File: config.mk
export PLATFORM = sky130hd
export DESIGN_NAME = param_register_file
export DESIGN_NICKNAME = d
export VERILOG_FILES = /design/src/rtl/param_register_file.sv
export SDC_FILE = /design/constraint.sdc
export NUM_CORES = 1
export LEC_CHECK = 0
export BUFFER_PORTS_ARGS = -buffer_cell sky130_fd_sc_hd__clkbuf_2
export CAP_MARGIN = 25
export CORE_UTILIZATION = 45
export DETAILED_ROUTE_END_ITERATION = 7
export GPL_ROUTABILITY_DRIVEN = 1
export HOLD_SLACK_MARGIN = 0.12
export PLACE_DENSITY = 0.65
export SLEW_MARGIN = 20
export SYNTH_ARGS = -nofsm -noshare
export SYNTH_HDL_FRONTEND = slang
export SYNTH_SLANG_ARGS = --single-unit
export TNS_END_PERCENT = 10
File: constraint.sdc
create_clock -name clock -period 1.6 [get_ports clock]
set_clock_uncertainty 0.1 [all_clocks]
set_input_delay 0.32 -clock clock [delete_from_list [all_inputs] [get_ports clock]]
set_output_delay 0.32 -clock clock [all_outputs]
set_load 0.1 [all_outputs]
File: src/rtl/param_register_file.sv
// Parameterized register file: one write port, two registered read ports sharing
// a read strobe, optional hardwired-zero register 0 and optional write-to-read bypass.

module prf_read_port #(
  parameter int DATA_W   = 16,
  parameter int ADDR_W   = 3,
  parameter int ZERO_REG = 0,
  parameter int BYPASS   = 1,
  parameter int DEPTH    = 2**ADDR_W
) (
  input  logic                          clock,
  input  logic                          reset,
  input  logic                          ld,
  input  logic [DEPTH-1:0][DATA_W-1:0]  regs,
  input  logic                          wr_act,
  input  logic [ADDR_W-1:0]             wr_adrs,
  input  logic [DATA_W-1:0]             wr_data,
  input  logic [ADDR_W-1:0]             adrs,
  output logic [DATA_W-1:0]             q
);
  localparam bit ZR = (ZERO_REG != 0);
  localparam bit BP = (BYPASS != 0);

  logic [DATA_W-1:0] rd_data;

  // Zero-register check comes first so a bypassed write to reg 0 still reads zero.
  always_comb begin
    rd_data = regs[adrs];
    if (ZR && adrs == '0)
      rd_data = '0;
    else if (BP && wr_act && wr_adrs == adrs)
      rd_data = wr_data;
  end

  always_ff @(posedge clock) begin
    if (reset)   q <= '0;
    else if (ld) q <= rd_data;
  end
endmodule

module param_register_file #(
  parameter int DATA_W   = 16,
  parameter int ADDR_W   = 3,
  parameter int ZERO_REG = 0,
  parameter int BYPASS   = 1
) (
  input  logic              clock,
  input  logic              reset,
  input  logic              enable,
  input  logic              wr_en,
  input  logic [ADDR_W-1:0] rd_adrs,
  input  logic [DATA_W-1:0] data_in,
  input  logic              rd_req,
  input  logic [ADDR_W-1:0] ra_adrs,
  input  logic [ADDR_W-1:0] rb_adrs,
  output logic [DATA_W-1:0] ra_out,
  output logic [DATA_W-1:0] rb_out,
  output logic              out_valid
);
  localparam int DEPTH  = 2**ADDR_W;
  localparam int NPORTS = 2;
  localparam int STAGES = 1;
  localparam bit ZR     = (ZERO_REG != 0);

  logic [DEPTH-1:0][DATA_W-1:0]  regs;
  logic [NPORTS-1:0][ADDR_W-1:0] port_adrs;
  logic [NPORTS-1:0][DATA_W-1:0] port_q;
  logic [STAGES:0]               vld_pipe;
  logic                          wr_act;
  logic                          rd_act;

  assign wr_act = enable & wr_en;
  assign rd_act = enable & rd_req;

  always_ff @(posedge clock) begin
    if (reset)
      regs <= '0;
    else if (wr_act && !(ZR && rd_adrs == '0))
      regs[rd_adrs] <= data_in;
  end

  assign port_adrs = {rb_adrs, ra_adrs};

  for (genvar p = 0; p < NPORTS; p++) begin : g_port
    prf_read_port #(
      .DATA_W(DATA_W), .ADDR_W(ADDR_W), .ZERO_REG(ZERO_REG), .BYPASS(BYPASS), .DEPTH(DEPTH)
    ) u_port (
      .clock  (clock),
      .reset  (reset),
      .ld     (rd_act),
      .regs   (regs),
      .wr_act (wr_act),
      .wr_adrs(rd_adrs),
      .wr_data(data_in),
      .adrs   (port_adrs[p]),
      .q      (port_q[p])
    );
  end

  assign ra_out = port_q[0];
  assign rb_out = port_q[1];

  // Stage 0 is the accepted-read strobe; out_valid is the registered copy.
  assign vld_pipe[0] = rd_act;
  always_ff @(posedge clock) begin
    if (reset) vld_pipe[STAGES:1] <= '0;
    else       vld_pipe[STAGES:1] <= vld_pipe[STAGES-1:0];
  end

  assign out_valid = vld_pipe[STAGES];
endmodule

==> Implementation_results.wiki <==
{| class="wikitable"
! Metric !! Value
|-
| Outcome || complete, no violations
|-
| Count of inserted antenna diode cells || 0
|-
| Post-synthesis cell count || 770
|-
| Hold Crit Class || in -> reg
|-
| Headroom to the max-slew limit || 0.600
|-
| Actual slew at the worst max-slew pin || 0.600 ns
|-
| Power share of the sequential group || 0.451
|-
| Postcts setup bufs || 0
|-
| Pin count of the biggest net entering global routing || 129
|-
| Clk pin slew, worst setup/hold paths || 0.07 ns
|-
| Number of sinks driven by the clock tree || 161
|-
| Worst Path Required || 1.18 ns
|-
| Vias after detailed routing || 6269
|-
| TritonCTS buffer count || 17
|-
| I/O pin count || 63
|-
| Number of cell rows || 47
|-
| Clock network fraction of total power || 0.455
|-
| Fillcell total || 1455
|-
| PnR worst setup slack || 0.0119 ns
|-
| Routed wire length || 22400 um
|-
| Overall power after layout || 0.00909 W
|-
| Gate power share || 0.094
|-
| EDFF count, synth || 0
|-
| Avg Inst Size Synth || 10.0 um^2
|-
| Classification of the worst setup path || reg -> out
|-
| Global-route wire length before repair || 35000 um
|-
| Wirelength per Cell || 20.9 um
|-
| Sequential element share of the synthesized area || 0.417
|-
| Fraction of final layout cells with drive strength greater than 1 || 0.274
|-
| Maximum fanout along the worst path || 2
|-
| Layout net count || 866
|-
| Area growth from synthesis to layout || 20.8%
|-
| Clock tree from TritonCTS || yes
|-
| Largest delay contributor family on the critical path || flip-flops
|-
| Final antenna-violating net count || 0
|-
| Cell chosen for the clock root || sky130_fd_sc_hd__clkbuf_16
|-
| Cell-internal power || 0.00673 W
|-
| Capturing element type of the critical path || output port
|-
| Worst vdd ir || 745 uV
|-
| Via count of the first global-routing pass || 6136
|-
| CTS max path bufs || 2
|-
| Setup repair after global routing missed its margin || no
|-
| Post-synth cell types || 28
|-
| Initial Util || 0.463
|-
| CTS-repair resized insts || 0
|-
| Net count of the mapped netlist || 800
|-
| Vias per std cell || 5.86
|-
| Async set or reset register ratio after synthesis || 0
|-
| Switching portion of total power || 0.259
|-
| Max-cap violations || 0
|-
| GRT overflow || 0
|-
| Max stage delay cell, worst path || sky130_fd_sc_hd__dfxtp_1
|-
| Yosys synthesis warning count || 0
|-
| Post-cts hold buffer count || 2
|-
| Most common library cell in the layout ignoring fill and taps || sky130_fd_sc_hd__nand2_1
|-
| Source-to-sink clock delay at the later pin of the worst-skew pair || 0.44 ns
|-
| Remaining design rule violation count || 0
|-
| Share of the clock period used by the worst path after layout || 0.993
|-
| Die W || 133 um
|-
| Kind of launch point of the worst setup path || flop
|-
| Buffers plus inverters on the worst setup path || 1
|-
| H-tree lvl count || 4
|-
| Overall track demand over capacity in global routing || 0.263
|-
| Antenna violations before repair || 0
|-
| Final Max Tran Viols || 0
|-
| Net switching power || 0.00236 W
|-
| Worst stage delay on the critical path || 0.41 ns
|-
| Setup WS pre-CTS || -0.130 ns
|-
| Commonest non-fill, non-tap cells in the layout || sky130_fd_sc_hd__nand2_1, sky130_fd_sc_hd__dfxtp_1, sky130_fd_sc_hd__a21oi_1, sky130_fd_sc_hd__mux2i_1, sky130_fd_sc_hd__buf_4
|-
| Cells along the critical path || buf_4
|-
| Final hold vios || 0
|-
| Final worst path period need || 1.59 ns
|-
| Highest Clock Rate || 630 MHz
|-
| Final Wtd Congestion || 0.798
|-
| Detailed-routing iteration count for the pre-antenna-repair pass || 5
|-
| Post-synthesis instance area || 7720 um^2
|-
| Static leakage || 3.34 nW
|-
| Cell Pwr Density || 974 nW/um^2
|-
| Vertical die dimension || 133 um
|-
| Flops & latches, synth || 161
|-
| Die Footprint || 17700 um^2
|-
| Core Area || 16700 um^2
|-
| Port Buffers || 62
|-
| 1st-iter DRT viols || 631
|-
| Count of final setup violators || 0
|-
| Crit path DAT || 1.17 ns
|-
| Placed wire-length estimate || 14500 um
|-
| Leading register cell type out of synthesis || sky130_fd_sc_hd__dfxtp_1
|}
state kept, by name, indices dropped and copies added (netlist names):
signal,flops
g_port.u_port.q,32
out_valid,1
regs,128
cells by family after synthesis:
logic type | Yosys count | share of synthesized area
compound gates | 147 | 0.106
xor+xnor | 6 | 0.00680
buf+inv | 79 | 0.0522
flops | 161 | 0.417
mux | 144 | 0.290
simple gates | 233 | 0.128
final timing paths:
kind | startpoint | end | slack [ns] | cells past startpoint
worst max-delay path | g_port[0].u_port.q[2] | ra_out[2] | 0.01 | 1
worst min-delay path | data_in[8] | regs[8] | 0.13 | 3
worst max register to register | regs[98] | g_port[0].u_port.q[2] | 0.30 | 3
worst min register to register | regs[83] | regs[83] | 0.37 | 2
layer usage:
metal | vias to the layer above | routed length (um) | GRT usage
li1 | 2878 | - | -
met4 | 0 | 638 | 0.0990
met3 | 47 | 1340 | 0.0418
met5 | - | 0 | 0
met1 | 3098 | 8830 | 0.321
met2 | 246 | 11600 | 0.465
layout make-up:
| type | instances | area [um^2] | share of cell area |
|---|---|---|---|
| flip-flops and latches | 161 | 3220 | 0.345 |
| well taps | 220 | 275 | 0.0295 |
| multi-input cells | 530 | 4120 | 0.441 |
| clock inverters | 15 | 174 | 0.0186 |
| repair buffers | 126 | 1120 | 0.120 |
| clock buffers | 17 | 425 | 0.0456 |
synthesized netlist by cell type (all sizes together), types with 2 or more instances:
cell    instances  share of area
nand2         163          0.080
dfxtp         161           0.42
a21oi          81          0.052
mux2i          80           0.10
mux4           64           0.19
nor2           52          0.025
clkbuf         40          0.020
buf            39          0.032
o21ai          34          0.022
a22oi          32          0.031
xnor2           6         0.0068
nor3            4         0.0076
nand3           3         0.0026
or2             3         0.0024
and4b           2         0.0026
nand2b          2         0.0016
per-stage QoR:
step | utilization | instance area [um^2] | hold WS [ns] | instances | setup TNS, ns
floorplan | - | 7770 | 0.311 | 770 | -1.02
global placement | 0.522 | 8710 | 0.349 | 1035 | -5.36
detailed placement | 0.522 | 8710 | 0.360 | 1035 | -10.15
CTS | 0.559 | 9330 | 0.128 | 1069 | 0
global route | 0.559 | 9330 | 0.144 | 1069 | 0
finish | 0.559 | 9330 | 0.134 | 1069 | 0
power by group through the flow:
stage	registers [W]	clock network, W	logic (W)
2_1_floorplan	0.00425	0	0.000488
4_1_cts	0.00410	0.00414	0.000855
5_1_grt	0.00410	0.00434	0.000902
3_5_place_dp	0.00419	0	0.000850
6_report	0.00410	0.00413	0.000858
3_3_place_gp	0.00418	0	0.000833
Note: power is estimated with default switching activity, not from simulation.
